--- src/rtl/campos_para_segundos.sv ---
// campos_para_segundos
//   Composes a calendar-style duration (years, months, days, hours, minutes,
//   seconds) into a 32-bit count of seconds. One field is weighted and added
//   per clock under a start/busy/done handshake. Fields are range-checked when
//   the request is accepted, and the sum saturates on 32-bit overflow.
//
// Ports
//   clk        : clock, all logic on the rising edge
//   rst_n      : synchronous active-low reset
//   inicio     : start request, honoured only while idle
//   anos       : years (bounded only by overflow)
//   mes        : months  0..11
//   dias       : days    0..29
//   horas      : hours   0..23
//   minutos    : minutes 0..59
//   segundos   : seconds 0..59
//   total_seg  : composed seconds, held until the next completion
//   ocupado    : conversion in progress
//   pronto     : one-cycle pulse, total_seg and flags valid
//   erro_faixa : a field was out of range (total_seg forced to 0)
//   estouro    : the true sum exceeded 2^32-1 (total_seg saturated)
module campos_para_segundos #(
  parameter logic [31:0] SEG_ANO = 32'd31536000,
  parameter logic [31:0] SEG_MES = 32'd2592000,
  parameter logic [31:0] SEG_DIA = 32'd86400
) (
  input  logic        clk,
  input  logic        rst_n,
  input  logic        inicio,
  input  logic [31:0] anos,
  input  logic [31:0] mes,
  input  logic [31:0] dias,
  input  logic [31:0] horas,
  input  logic [31:0] minutos,
  input  logic [31:0] segundos,
  output logic [31:0] total_seg,
  output logic        ocupado,
  output logic        pronto,
  output logic        erro_faixa,
  output logic        estouro
);

  typedef enum logic [2:0] {
    IDLE, ANOS, MES, DIAS, HORAS, MIN, SEG, ERRO
  } estado_t;

  estado_t     estado, estado_n;

  // Fields captured at acceptance so the inputs may change mid-conversion.
  logic [31:0] anos_r, mes_r, dias_r, horas_r, min_r, seg_r;

  logic [31:0] acc;
  logic        ovf;

  logic [31:0] fator, peso;
  logic [63:0] produto;
  logic [32:0] soma;
  logic        ovf_fim;
  logic        fora_faixa;

  function automatic logic [31:0] satura(input logic [31:0] v, input logic o);
    return o ? 32'hFFFF_FFFF : v;
  endfunction

  // Selects the field and weight for the current accumulation step.
  always_comb begin
    fator = '0;
    peso  = '0;
    case (estado)
      ANOS:    begin fator = anos_r;  peso = SEG_ANO;    end
      MES:     begin fator = mes_r;   peso = SEG_MES;    end
      DIAS:    begin fator = dias_r;  peso = SEG_DIA;    end
      HORAS:   begin fator = horas_r; peso = 32'd3600;   end
      MIN:     begin fator = min_r;   peso = 32'd60;     end
      SEG:     begin fator = seg_r;   peso = 32'd1;      end
      default: begin fator = '0;      peso = '0;         end
    endcase
  end

  // Product at full 64 bits and sum at 33 bits; any spill beyond bit 31
  // makes the overflow sticky for the rest of the conversion.
  always_comb begin
    produto = {32'd0, fator} * {32'd0, peso};
    soma    = {1'b0, acc} + {1'b0, produto[31:0]};
    ovf_fim = ovf | (|produto[63:32]) | soma[32];
  end

  always_comb begin
    fora_faixa = (mes > 32'd11) || (dias > 32'd29) || (horas > 32'd23) ||
                 (minutos > 32'd59) || (segundos > 32'd59);
  end

  always_comb begin
    estado_n = estado;
    case (estado)
      IDLE:    if (inicio) estado_n = fora_faixa ? ERRO : ANOS;
      ANOS:    estado_n = MES;
      MES:     estado_n = DIAS;
      DIAS:    estado_n = HORAS;
      HORAS:   estado_n = MIN;
      MIN:     estado_n = SEG;
      SEG:     estado_n = IDLE;
      ERRO:    estado_n = IDLE;
      default: estado_n = IDLE;
    endcase
  end

  always_ff @(posedge clk) begin
    if (!rst_n) estado <= IDLE;
    else        estado <= estado_n;
  end

  always_ff @(posedge clk) begin
    if (estado == IDLE && inicio) begin
      anos_r  <= anos;
      mes_r   <= mes;
      dias_r  <= dias;
      horas_r <= horas;
      min_r   <= minutos;
      seg_r   <= segundos;
    end
  end

  always_ff @(posedge clk) begin
    if (!rst_n) begin
      acc        <= '0;
      ovf        <= 1'b0;
      total_seg  <= '0;
      ocupado    <= 1'b0;
      pronto     <= 1'b0;
      erro_faixa <= 1'b0;
      estouro    <= 1'b0;
    end else begin
      pronto <= 1'b0;
      case (estado)
        IDLE: begin
          if (inicio) begin
            acc        <= '0;
            ovf        <= 1'b0;
            ocupado    <= 1'b1;
            erro_faixa <= 1'b0;
            estouro    <= 1'b0;
          end
        end
        ANOS, MES, DIAS, HORAS, MIN: begin
          acc <= soma[31:0];
          ovf <= ovf_fim;
        end
        SEG: begin
          acc        <= soma[31:0];
          ovf        <= ovf_fim;
          total_seg  <= satura(soma[31:0], ovf_fim);
          estouro    <= ovf_fim;
          erro_faixa <= 1'b0;
          pronto     <= 1'b1;
          ocupado    <= 1'b0;
        end
        ERRO: begin
          total_seg  <= '0;
          erro_faixa <= 1'b1;
          estouro    <= 1'b0;
          pronto     <= 1'b1;
          ocupado    <= 1'b0;
        end
        default: ocupado <= 1'b0;
      endcase
    end
  end

endmodule

--- config.mk ---
export PLATFORM = sky130hd
export DESIGN_NAME = campos_para_segundos
export DESIGN_NICKNAME = d
export VERILOG_FILES = /design/src/rtl/campos_para_segundos.sv
export SDC_FILE = /design/constraint.sdc
export NUM_CORES = 2
export LEC_CHECK = 0
export BUFFER_PORTS_ARGS = -buffer_cell sky130_fd_sc_hd__buf_2
export CAP_MARGIN = 20
export CORE_MARGIN = 5
export CORE_UTILIZATION = 40
export DETAILED_ROUTE_END_ITERATION = 10
export PLACE_DENSITY_LB_ADDON = 0.15
export SLEW_MARGIN = 10
export SYNTH_ARGS = -nofsm -noshare
export SYNTH_HDL_FRONTEND = slang
export SYNTH_SLANG_ARGS = --single-unit
--- constraint.sdc ---
create_clock -name clk -period 16.4 [get_ports clk]
set_clock_uncertainty 0.15 [all_clocks]
set_input_delay 0.82 -clock clk [delete_from_list [all_inputs] [get_ports clk]]
set_output_delay 0.82 -clock clk [all_outputs]
set_load 0.02 [all_outputs]
==> impl_metrics.py <==
metrics = {
    "floorplanning": {
        "die_height_um": 299,
        "core_area_mm2": 0.0833,
        "die_x_um": 299,
        "start_util_pct": 40.2,
        "ios": 231,
        "dieArea_mm2": 0.0896,
        "row_count": 106,
    },
    "clocking": {
        "cts.clk_slew.worst_paths_ns": 0.06,
        "cts-root-buf": "clkbuf_16",
        "cts_made_buffers": 31,
        "holdBufCountCts": 0,
        "post_cts_buffers": 0,
        "htree_levels": 1,
        "clock_sinks": 264,
        "cts_resized": 0,
        "clockBufferDepth": 3,
        "worstSkewPairLatency_ns": 0.63,
        "cts_tree": "done",
    },
    "detailed_routing": {
        "vias": 24456,
        "drc": 0,
        "ant_nets": 0,
        "drt_iter0_markers": 1867,
        "wl_per_cell_um": 24.0,
        "viasPerCell": 5.26,
        "first_pass_iters": 5,
        "routed_wl_mm": 112,
    },
    "sta": {
        "rsz0062_at_grt": "no",
        "hold_violations": 0,
        "clock.fmax_ghz": 0.0791,
        "finalCriticalPeriod_ns": 12.64,
        "relSlewSlack_pct": 13.3,
        "maxSlewViolCount": 0,
        "setup_viol": 0,
        "worstMarginPinSlew_ns": 1.29,
        "fin_tns_setup_ns": 0,
        "period_share_pct": 77.0,
    },
    "logic_synthesis": {
        "yosysTopAreaCell": "fa_1",
        "yosys_warnings": 0,
        "synth-edff-count": 192,
        "ys_top_cells_by_count": "inv_1, fa_1, ha_1",
        "synth_most_common_cell": "inv_1",
        "synth-seq-area-share_pct": 21.5,
        "ys_seq_elements": 264,
        "yosys.cell_types.count": 88,
        "synthesis.nets": 4431,
        "synth.area.top_cells": "fa_1, edfxtp_1, ha_1",
        "avgSynthCellArea_um2": 9.97,
        "syn_inst": 3358,
        "synth_top_area_share_pct": 32.7,
        "synthFlopType": "edfxtp_1",
        "syn_area_mm2": 0.0335,
        "async_flop_share_pct": 0,
    },
    "worst_setup_path": {
        "setup.worst_path.end_class": "register",
        "cpPeakStageDelay_ns": 0.86,
        "cp_data_required_time_ns": 16.76,
        "crit_fanout": 42,
        "critPathArrivalTime_ns": 13.00,
        "worstSetupPathType": "reg2reg",
        "crit_path_frequent_cell": "fa_1",
        "reg2reg_from": "estado[2]",
        "r2r_slack_ns": 3.76,
        "rr_endpoint": "total_seg[13]",
        "crit_slowest_cell": "dfxtp_1",
        "critPathLaunchType": "register",
        "r2r_cells": 39,
    },
    "job": {
        "cap_violations": 0,
    },
    "placement": {
        "portBuffers": 230,
        "gp_congestion": 0.959,
        "hpwl_mm": 96.9,
    },
    "global_route": {
        "antenna_found_initial": 5,
        "grt_pass1_vias": 25285,
        "grt_usage_pct": 24.8,
        "grt_max_degree": 119,
        "gr-total-overflow": 0,
        "grt_pass1_wl_mm": 165,
    },
    "finish": {
        "nets": 4621,
        "diodes": 0,
        "areaGrowthSynthToFinish_pct": 9.73,
        "drive_gt1_share_pct": 9.99,
    },
    "hold_path": {
        "hp-start": "anos[1]",
        "hold_class": "in2reg",
        "holdPathStages": 1,
        "holdPathEnd": "anos_r[1]",
    },
    "run_status": {
        "status": "complete, no violations",
    },
}
-- worst max path at each step --
stage	cells after the start	startpoint	end	slack, ns
global placement	38	estado[2]	total_seg[10]	3.95
global route	39	estado[2]	total_seg[13]	2.82
floorplan	43	estado[2]	total_seg[16]	6.03
detailed placement	38	estado[2]	total_seg[13]	3.75
CTS	38	estado[2]	total_seg[1]	3.72
finish	39	estado[2]	total_seg[13]	3.76
-- cell type report --
class | instances | area (um^2)
Timing Repair Buffer | 256 | 1340
Clock inverter | 19 | 173
Multi-Input combinational cell | 2224 | 23000
Inverter | 771 | 2900
Sequential cell | 264 | 7210
Clock buffer | 39 | 806
Tap cell | 1080 | 1350
Fill cell | 8220 | 46500
-- metal layers --
metal,track usage (%),up-vias,part of all wire (%)
li1,-,11234,-
met1,34.5,12387,43
met2,41.0,692,48
met3,3.54,141,5.9
met4,6.17,2,2.9
met5,0,-,0.013
-- cells by family (layout without fill, tap and decap cells) --
| family | Yosys count | count (layout) | synth area share, % |
|---|---|---|---|
| muxes | 12 | 12 | 0.362 |
| DFF | 264 | 264 | 21.5 |
| adders and majority gates | 878 | 878 | 45.1 |
| and+or+nand+nor | 824 | 824 | 12.3 |
| xor gates and xnor gates | 73 | 73 | 1.91 |
| AOI/OAI and AO/OA | 437 | 437 | 8.77 |
| buffers and inverters | 870 | 1085 | 10.1 |
-- critical path, delay by kind of cell (launching register included) --
kind	cells	cell delay [ns]
and+or+nand+nor	14	3.79
adders and majority gates	9	4.22
buffers and inverters	6	0.82
xor gates and xnor gates	1	0.17
DFF	1	0.86
AOI/OAI and AO/OA	9	2.42
-- through the flow --
stage	utilization, %	setup slack [ns]	instances	hold slack, ns	area (um^2)
detailed placement	42.9	3.75	4594	0.279	35800
global placement	42.9	3.95	4594	0.275	35800
global route	44.1	2.82	4653	0.186	36700
finish	44.1	3.76	4653	0.213	36700
CTS	44.1	3.72	4652	0.172	36700
floorplan	-	6.03	3358	0.285	33500
-- registers in the layout, summed over array words and instances (netlist names) --
register / flops
ocupado: 1
estado: 3
anos_r: 32
mes_r: 32
acc: 32
min_r: 32
dias_r: 32
pronto: 1
seg_r: 32
total_seg: 32
erro_faixa: 1
estouro: 1
ovf: 1
horas_r: 32
-- placed cells by master, fill, tap and decap left out, drive strengths merged, types with 10 or more instances in the layout --
cell type    n
inv        775
fa         547
ha         331
buf        255
nand2      247
edfxtp     192
nor2       174
a21oi      129
o21ai       82
dfxtp       72
nand2b      61
and2        56
nor4        55
nor2b       41
nand4       41
nand3       40
clkbuf      40
and3        38
xnor2       38
xor2        35
a22oi       35
a21o        34
a221o       27
nor3        22
a211oi      18
a31oi       17
or2         17
mux2i       11
a21boi      11
nor4b       10
Power is not shown: default switching activity piles up to over one toggle a cycle in this logic, so the estimate is an artifact.
